==> config.mk <==
export PLATFORM = sky130hd
export DESIGN_NAME = receive_buff_mc
export DESIGN_NICKNAME = d
export VERILOG_FILES = /design/src/rtl/receive_buff_mc.sv
export SDC_FILE = /design/constraint.sdc
export NUM_CORES = 1
export LEC_CHECK = 0
export CAP_MARGIN = 20
export CORE_AREA = 8 8 188 118
export DETAILED_ROUTE_END_ITERATION = 6
export DIE_AREA = 0 0 196 126
export PLACE_DENSITY = 0.65
export RECOVER_POWER = 50
export SETUP_SLACK_MARGIN = 0.2
export SYNTH_ARGS = -nofsm -noshare
export SYNTH_HDL_FRONTEND = slang
export SYNTH_SLANG_ARGS = --single-unit
==> constraint.sdc <==
create_clock -name clk -period 8.5 [get_ports clk]
set_input_delay 1.7 -clock clk [delete_from_list [all_inputs] [get_ports clk]]
set_output_delay 1.7 -clock clk [all_outputs]
set_load 0.01 [all_outputs]
==> src/rtl/receive_buff_mc.sv <==
// receive_buff_mc: tagged receive buffer with per-entry read counts.
// A write allocates the lowest free entry; a read looks up by tag and
// returns the lowest valid matching entry one cycle later. Each matched
// read consumes one unit of the entry's remaining count, and the entry
// frees itself when the count runs out.
// Optional feature macro: RECEIVE_BUFF_OCCUPANCY_EN adds a registered
// occupancy count output.
module receive_buff_mc #(
   parameter int DATA_WIDTH = 8,
   parameter int TAG_WIDTH  = 8,
   parameter int NUM_ENTRY  = 8,
   parameter int CNT_WIDTH  = 4
) (
   input  logic                  clk,
   input  logic                  rst,
   input  logic                  wen,
   input  logic [TAG_WIDTH-1:0]  tag_in,
   input  logic [DATA_WIDTH-1:0] data_in,
   input  logic [CNT_WIDTH-1:0]  cnt_in,
   input  logic                  ren,
   input  logic [TAG_WIDTH-1:0]  rtag_in,
   output logic [DATA_WIDTH-1:0] data_out,
   output logic                  rd_valid,
   output logic                  hit,
   output logic                  empty,
   output logic                  full,
`ifdef RECEIVE_BUFF_OCCUPANCY_EN
   output logic [$clog2(NUM_ENTRY+1)-1:0] occupancy,
`endif
   output logic                  overflow
);

   localparam int IDX_W = $clog2(NUM_ENTRY);
   localparam int OCC_W = $clog2(NUM_ENTRY+1);

   logic [NUM_ENTRY-1:0]  r_valid;
   logic [TAG_WIDTH-1:0]  r_tag  [NUM_ENTRY];
   logic [DATA_WIDTH-1:0] r_data [NUM_ENTRY];
   logic [CNT_WIDTH-1:0]  r_cnt  [NUM_ENTRY];

   logic [DATA_WIDTH-1:0] r_data_out;
   logic                  r_rd_valid;
   logic                  r_hit;
   logic                  r_overflow;

   logic                  w_full;
   logic                  w_empty;
   logic                  w_rd_hit;
   logic [IDX_W-1:0]      w_rd_idx;
   logic                  w_rd_fire;
   logic                  w_rd_last;
   logic                  w_wr_free;
   logic [IDX_W-1:0]      w_wr_idx;
   logic                  w_wr_ok;
   logic [CNT_WIDTH-1:0]  w_wr_cnt;

   assign w_full  = &r_valid;
   assign w_empty = ~|r_valid;

   // Read lookup on pre-edge state: lowest-index valid entry with matching tag.
   always_comb begin
      w_rd_hit = 1'b0;
      w_rd_idx = '0;
      for (int i = NUM_ENTRY-1; i >= 0; i--) begin
         if (r_valid[i] && (r_tag[i] == rtag_in)) begin
            w_rd_hit = 1'b1;
            w_rd_idx = IDX_W'(i);
         end
      end
   end

   // Write allocation: lowest-index invalid entry.
   always_comb begin
      w_wr_free = 1'b0;
      w_wr_idx  = '0;
      for (int i = NUM_ENTRY-1; i >= 0; i--) begin
         if (!r_valid[i]) begin
            w_wr_free = 1'b1;
            w_wr_idx  = IDX_W'(i);
         end
      end
   end

   assign w_rd_fire = ren & w_rd_hit;
   // Count of 1 or less means this read is the last one; guards against underflow.
   assign w_rd_last = (r_cnt[w_rd_idx] <= CNT_WIDTH'(1));
   // Full is sampled at the start of the cycle, so a same-cycle free never rescues a write.
   assign w_wr_ok   = wen & ~w_full & w_wr_free;
   // A zero count would create an entry that can never be consumed; store it as one.
   assign w_wr_cnt  = (cnt_in == '0) ? CNT_WIDTH'(1) : cnt_in;

   // Entry storage: read consumes/frees, write fills a free slot. Both never
   // target the same index since reads hit valid entries and writes only invalid ones.
   always_ff @(posedge clk or posedge rst) begin
      if (rst) begin
         r_valid <= '0;
         for (int i = 0; i < NUM_ENTRY; i++) begin
            r_tag[i]  <= '0;
            r_data[i] <= '0;
            r_cnt[i]  <= '0;
         end
      end else begin
         if (w_rd_fire) begin
            if (w_rd_last) begin
               r_valid[w_rd_idx] <= 1'b0;
               r_cnt[w_rd_idx]   <= '0;
            end else begin
               r_cnt[w_rd_idx]   <= r_cnt[w_rd_idx] - CNT_WIDTH'(1);
            end
         end
         if (w_wr_ok) begin
            r_valid[w_wr_idx] <= 1'b1;
            r_tag[w_wr_idx]   <= tag_in;
            r_data[w_wr_idx]  <= data_in;
            r_cnt[w_wr_idx]   <= w_wr_cnt;
         end
      end
   end

   // Read result register: one-cycle rd_valid pulse, data held on a miss.
   always_ff @(posedge clk or posedge rst) begin
      if (rst) begin
         r_rd_valid <= 1'b0;
         r_hit      <= 1'b0;
         r_data_out <= '0;
      end else begin
         r_rd_valid <= ren;
         r_hit      <= w_rd_fire;
         if (w_rd_fire) begin
            r_data_out <= r_data[w_rd_idx];
         end
      end
   end

   // Sticky overflow flag for writes dropped while full.
   always_ff @(posedge clk or posedge rst) begin
      if (rst) begin
         r_overflow <= 1'b0;
      end else if (wen && w_full) begin
         r_overflow <= 1'b1;
      end
   end

`ifdef RECEIVE_BUFF_OCCUPANCY_EN
   logic [OCC_W-1:0] r_occ;

   // Occupancy tracks valid entries on the same edge the valid bits change.
   always_ff @(posedge clk or posedge rst) begin
      if (rst) begin
         r_occ <= '0;
      end else begin
         r_occ <= r_occ + OCC_W'(w_wr_ok) - OCC_W'(w_rd_fire & w_rd_last);
      end
   end

   assign occupancy = r_occ;
`endif

   assign data_out = r_data_out;
   assign rd_valid = r_rd_valid;
   assign hit      = r_hit;
   assign overflow = r_overflow;
   assign empty    = w_empty;
   assign full     = w_full;

endmodule

==> metrics.txt, run 1 <==
status complete, but fails checks; failing checks capacitance limit, slew limit; Critical Path End r_cnt[8]; post-synthesis xor/xnor area fraction 0.0680; unrepaired setup endpoints after global routing no; Area growth syn-to-layout 13.3%; Overall Global Routing Usage 0.223; Setup CP Type input port to register; Clock Latency Late Sink 0.44 ns; first-pass GRT wire length 42300 um; P_leak 4.56 nW; Post-route DRC 0; Seq pwr share 0.423; register bit total from synthesis 179; Critical R2R Launch r_tag[10]; Placed Area 9740 um2; antenna violations before repair 0; path depth of the worst reg2reg path 14; Filler cells 1755; CTS tree built; Worst setup SP type input port; fin. max-slew vios 174; Critical Path Start rtag_in[1]; Die Y 126 um; Non-Filler Instances 1188; Synth Net Count 929; Inserted Diodes 0; Final Hold Viols 0; Post-Syn Instances 895; Int Pwr 2.15 mW; Critical Path AT 6.66 ns; period utilisation layout 0.758; Max Clock Skew 0.0116 ns; # IOs 45; fin crit period 6.45 ns; DR WL/cell 22.9 um; Die Width 196 um; largest family of logic cells by synthesized area simple AND/OR/NAND/NOR gates; top post-synthesis cells by area dfrtp_1 (49%), mux2_2 (10%), nand2_1 (9.0%), xnor2_1 (3.9%), xor2_1 (1.4%); Die ar. 24700 um2; Clock Tree Buf Depth 2; clock-pin slew on the worst setup and hold paths 0.07 ns; post-layout instance area 10300 um2; DR vias 7134; Hold WC Path Type register to register; CTS sink cnt 179; Worst EP required 8.72 ns; Total Routed Length 27300 um; Slew @ Worst Pin 4.53 ns; CTS Buf Count 17; Sw Pwr 1.28 mW; area leader, netlist dfrtp_1; Yosys warnings 0; dpl cells 1156; Synth Area in Compound Gates 0.118; Pre-antenna DRT Iters 7; Clock Root Buffer clkbuf_16; Initial Utilization 0.468; post-route antenna net violation count 0; Tot Pwr 3.43 mW; port bufs 44; core area 19500 um2; crit-path max FO 24; max-cap viol count 4; prevailing post-synth register cell dfrtp_1; Synth Area in Simple Gates 0.174; Comb power frac 0.340; vias in the first global route 6946; worst vdd ir 0.000179 V; number of enable flip-flop cells after synthesis 0; Final nets 957; H-tree depth 4; 1st-iter DRT viols 712; grt total ovfl 0; post-synthesis mux area share 0.111; gpl congestion 0.971; post_cts resized 0; unique cell type count in the Yosys netlist 70; reg2reg end r_cnt[8]; sw frac 0.373; final setup fails 0; Synth Area in Adders 0.00274; share of layout cells above drive strength 1 0.175; largest net degree at the start of global routing 102; HPWL after DPL 18000 um; row cnt 40; syn_area_per_cell 10.2 um2; DR vias/cell 6.01; FF-to-FF setup slack 3.83 ns; Max Clock Freq 0.155 GHz; Post-synth ARST share 1.00; Seq/Total Area, Yosys 0.491; share of the synthesized area in the top cell type 0.491; Setup Buffers After CTS 0; pwr dens 331 nW/um2; Clock Power Share 0.237; worst rel slew slack -2.04; TNS Setup 0 ns; Post-CTS Hold Buffers 0; Post-Syn Area 9130 um2; Critical Path Sink Type register
==> cell type report <==
class                   count  area [um2]  share of cell area
clock inverters            14         171              0.0166
clock buffers              18         439              0.0425
inverters                  14        53.8             0.00520
repair buffers             58         538              0.0520
well taps                 252         315              0.0305
multi-input cells         653        4340               0.420
flip-flops and latches    179        4480               0.433
==> how the worst min path moves through the flow <==
stage                          start    endpoint  slack (ns)  cells after the start
after floorplan           r_data[33]  r_data[33]        0.44                      2
after global placement      overflow    overflow        0.44                      1
after detailed placement    overflow    overflow        0.45                      1
after CTS                   overflow    overflow        0.47                      1
after global routing        overflow    overflow        0.49                      1
final                       overflow    overflow        0.46                      1
==> power by group through the flow <==
stage	clock network (mW)	registers, mW	logic (mW)
final	0.812	1.45	1.17
after global placement	0	1.45	1.13
after detailed placement	0	1.45	1.15
after global routing	0.861	1.49	1.27
after floorplan	0	1.38	0.862
after CTS	0.825	1.44	1.15
==> synthesized netlist by cell type (2+ instances only) <==
library cell,n
nor3_2,3
or4_1,2
a21o_1,2
o2111ai_1,3
mux2_2,81
or3_1,2
mux2i_1,8
or2_2,5
buf_6,7
and2_1,3
dfrtp_1,179
o22ai_1,6
xnor2_2,8
xor2_1,15
clkbuf_1,27
nor2b_1,2
buf_2,9
o21ai_0,23
nand4_1,15
buf_4,4
xnor2_1,41
o31ai_1,7
inv_1,14
nand3_1,23
a31oi_1,15
ha_1,2
nor4_1,3
a221o_1,4
a211oi_1,6
o211ai_1,13
nor2_1,30
nand2_1,219
a221oi_1,2
a22oi_1,8
o21ai_1,7
a22o_1,7
o22a_1,4
nor3_1,24
o221ai_2,5
a222oi_1,5
a21oi_1,19
and3_1,5
==> flip-flops by register name, indices dropped and copies added (netlist names) <==
name      flops
hit           1
r_valid       8
overflow      1
rd_valid      1
r_cnt        32
r_data       64
data_out      8
r_tag        64
==> critical path, stage by stage <==
cell	delay, ns
clkdlybuf4s50_1	0.76
xor2_1	0.29
nor4_1	0.49
nand4_1	0.22
a211oi_1	0.34
and2_1	0.84
a221oi_1	0.22
a32oi_1	0.26
a31oi_1	0.15
inv_1	0.14
ha_1	0.15
nor2_1	0.04
nand3b_2	0.56
o211ai_1	0.34
a31oi_1	0.13
==> stage by stage <==
stage	worst slack [ns]	hold WS, ns	util
final	2.05	0.455	0.530
after global routing	1.75	0.487	0.530
after CTS	2.19	0.465	0.530
after detailed placement	1.76	0.450	0.499
after global placement	1.83	0.443	0.499
after floorplan	1.94	0.445	-
==> cell usage in the layout, fill, tap and decap left out, drive strengths merged, types with 15 or more instances in the layout <==
cell type / count
nand4: 16
inv: 17
xor2: 15
clkdlybuf4s50: 30
a31oi: 16
nor2: 31
nand3: 24
clkbuf: 20
xnor2: 49
nand2: 219
a21oi: 19
nor3: 28
dfrtp: 179
o21ai: 30
mux2: 81
==> cell families (layout without fill, tap and decap cells) <==
kind of cell | count (synthesis) | after routing
adder cells (fa/ha/maj) | 2 | 2
flip-flops | 179 | 179
XOR/XNOR | 64 | 64
AND/OR/NAND/NOR | 351 | 351
AO/OA/AOI/OAI | 146 | 146
buffers and inverters | 63 | 104
multiplexers | 90 | 90
==> per-layer routing <==
layer,vias up,global-route usage,routed length [um]
li1,3210,-,-
met3,30,0.0840,3030
met5,-,0,0
met1,3570,0.343,13300
met4,0,0.0506,365
met2,324,0.285,10500
Power figures use the tool's default switching activity.
==> run 2: changes to the inputs <==
Settings changed: PLACE_DENSITY 0.65 to 0.68.
Clock period 8.5 ns to 5.9 ns, I/O delays scaled along.
==> run 2 against run 1 <==
Against the previous run: routed wire length up 0.72%; the run still ends with capacitance limit, slew limit left; sequential cell count unchanged; highest routed layer unchanged; sequential share of layout area down 0.30 points; combinational power up 48%; global-route usage rose by 0.15 points; non-clock buffer count is 13 higher.
==> metrics.txt, run 2 (synthesis results as in run 1) <==
Worst EP required 6.14 ns (was 8.72 ns); CTS Buf Count 17 (unchanged); post_cts resized 0 (unchanged); grt total ovfl 0 (unchanged); # IOs 45 (unchanged); Clock Tree Buf Depth 2 (unchanged); Clock Power Share 0.228 (was 0.237); Comb power frac 0.349 (was 0.340); Final nets 970 (was 957); Initial Utilization 0.468 (unchanged); H-tree depth 4 (unchanged); CP delay by family, top simple AND/OR/NAND/NOR gates (unchanged); pwr dens 474 nW/um2 (was 331 nW/um2); Slowest-stage cell, CP clkdlybuf4s50_1 (was and2_1); P_leak 4.62 nW (was 4.56 nW); Die Width 196 um (unchanged); gpl congestion 1.00 (was 0.971); most frequent cells in the layout nand2_1 (219), dfrtp_1 (179), mux2_2 (81) (unchanged); crit-path max FO 17 (was 24); Non-Filler Instances 1201 (was 1188); Overall Global Routing Usage 0.225 (was 0.223); antenna violations before repair 0 (unchanged); fin. max-slew vios 232 (was 174); post-route antenna net violation count 0 (unchanged); clock-pin slew on the worst setup and hold paths 0.07 ns (about the same); Hold WC Path Type register to register (unchanged); Die ar. 24700 um2 (unchanged); first-pass GRT wire length 42400 um (was 42300 um); vias in the first global route 6982 (was 6946); top flop regs r_data (64), r_tag (64), r_cnt (32) (unchanged); dpl cells 1169 (was 1156); CTS tree built (unchanged); post-layout util 0.533 (was 0.530); multi-input logic area 4340 um2 (about the same); max-cap viol count 5 (was 4); Critical Path Sink Type register (unchanged); failing checks capacitance limit, slew limit (unchanged); HPWL after DPL 19100 um (was 18000 um); largest net degree at the start of global routing 98 (was 102); Worst setup SP type input port (unchanged); unrepaired setup endpoints after global routing no (unchanged); Sw Pwr 1.84 mW (was 1.28 mW); TNS Setup 0 ns (unchanged); period utilisation layout 0.905; port bufs 44 (unchanged); DR vias 7205 (was 7134); status complete, but fails checks (unchanged); Int Pwr 3.09 mW (was 2.15 mW); Die Y 126 um (unchanged); sw frac 0.373 (about the same); Slew @ Worst Pin 2.42 ns (was 4.53 ns); fin crit period 5.34 ns; Setup Buffers After CTS 0 (unchanged); Hold WS 0.454 ns (was 0.455 ns); worst rel slew slack -0.615 (was -2.04); Total Routed Length 27500 um (was 27300 um); core area 19500 um2 (unchanged); 1st-iter DRT viols 958 (was 712); Inserted Diodes 0 (unchanged); Seq pwr share 0.422 (was 0.423); CTS sink cnt 179 (unchanged); worst vdd ir 0.000267 V (was 0.000179 V); Reg area 4480 um2 (unchanged); final setup fails 0 (unchanged); share of layout cells above drive strength 1 0.184 (was 0.175); Post-route DRC 0 (unchanged); Setup CP Type input port to register (unchanged); CP cell instances clkdlybuf4s50_1, xor2_1, nor4_1, nand4_1, a211oi_1, and2_1, a221oi_1, a32oi_1, a31oi_1, buf_4, inv_1, ha_1, nor2_1, nand3b_2, buf_12, o31ai_1, nand2_1 (was clkdlybuf4s50_1, xor2_1, nor4_1, nand4_1, a211oi_1, and2_1, a221oi_1, a32oi_1, a31oi_1, inv_1, ha_1, nor2_1, nand3b_2, o211ai_1, a31oi_1); Clock Root Buffer clkbuf_16 (unchanged); pre-CTS WS 0.265 ns (was 1.76 ns); Clock Latency Late Sink 0.44 ns (about the same); DR WL/cell 22.9 um (about the same); fin worst setup slack 0.561 ns (was 2.05 ns); Max Clock Freq 0.187 GHz; Final Hold Viols 0 (unchanged); CP peak stage delay 0.71 ns (was 0.84 ns); Max Clock Skew 0.0140 ns (was 0.0116 ns); crit path buf inv count 4 (was 2); Filler cells 1732 (was 1755); Critical Path AT 5.58 ns (was 6.66 ns); row cnt 40 (unchanged); Pre-antenna DRT Iters 5 (was 7); most common cell after layout, fill and taps aside nand2_1 (unchanged); DR vias/cell 6.00 (was 6.01); Area growth syn-to-layout 14.1% (was 13.3%); Post-CTS Hold Buffers 0 (unchanged)
## run 2: final cells by class
cell class | instances | share of cell area
clock inverters | 14 | 0.0136
well taps | 252 | 0.0303
repair buffers | 71 | 0.0616
multi-input cells | 653 | 0.417
flip-flops and latches | 179 | 0.430
clock buffers | 18 | 0.0422
inverters | 14 | 0.00517
## run 2: metrics by stage
stage | power (mW) | cell area (um2)
after floorplan | 3.23 | 9130
after global placement | 3.76 | 9860
after detailed placement | 3.80 | 9860
after CTS | 4.93 | 10400
after global routing | 5.20 | 10400
final | 4.94 | 10400
## run 2: path summary, 6_finish.rpt
check	slack [ns]	endpoint	depth (start not counted)	start
setup / recovery	0.56	r_valid[2]	17	rtag_in[2]
hold / removal	0.45	overflow	1	overflow
setup reg to reg	1.74	r_valid[2]	16	r_tag[9]
hold reg to reg	0.45	overflow	1	overflow
max in group asynchronous	1.19	r_tag[62]	3	rst
min in group asynchronous	1.66	r_valid[0]	2	rst
## run 2: power groups by stage
stage	sequential, mW	combinational (mW)	clock, mW
2_1_floorplan	1.99	1.24	0
3_3_place_gp	2.08	1.68	0
3_5_place_dp	2.09	1.71	0
4_1_cts	2.07	1.72	1.14
5_1_grt	2.13	1.88	1.19
6_report	2.08	1.73	1.13
## run 2: per-layer routing
metal	part of all wire	global-route usage	vias to the layer above
met5	0	0	-
met4	0.0067	0.0448	0
met3	0.11	0.0606	21
met2	0.39	0.295	378
met1	0.50	0.356	3571
li1	-	-	3235
## run 2: worst reg2reg max path: stages (launching register included)
cell	delay [ns]
dfrtp_1	0.40
xor2_1	0.17
nor4_1	0.63
nand4_1	0.23
a211oi_1	0.33
and2_1	0.42
a221oi_1	0.15
a32oi_1	0.22
a31oi_1	0.08
buf_4	0.22
inv_1	0.06
ha_1	0.13
nor2_1	0.04
nand3b_2	0.33
buf_12	0.23
o31ai_1	0.24
nand2_1	0.08
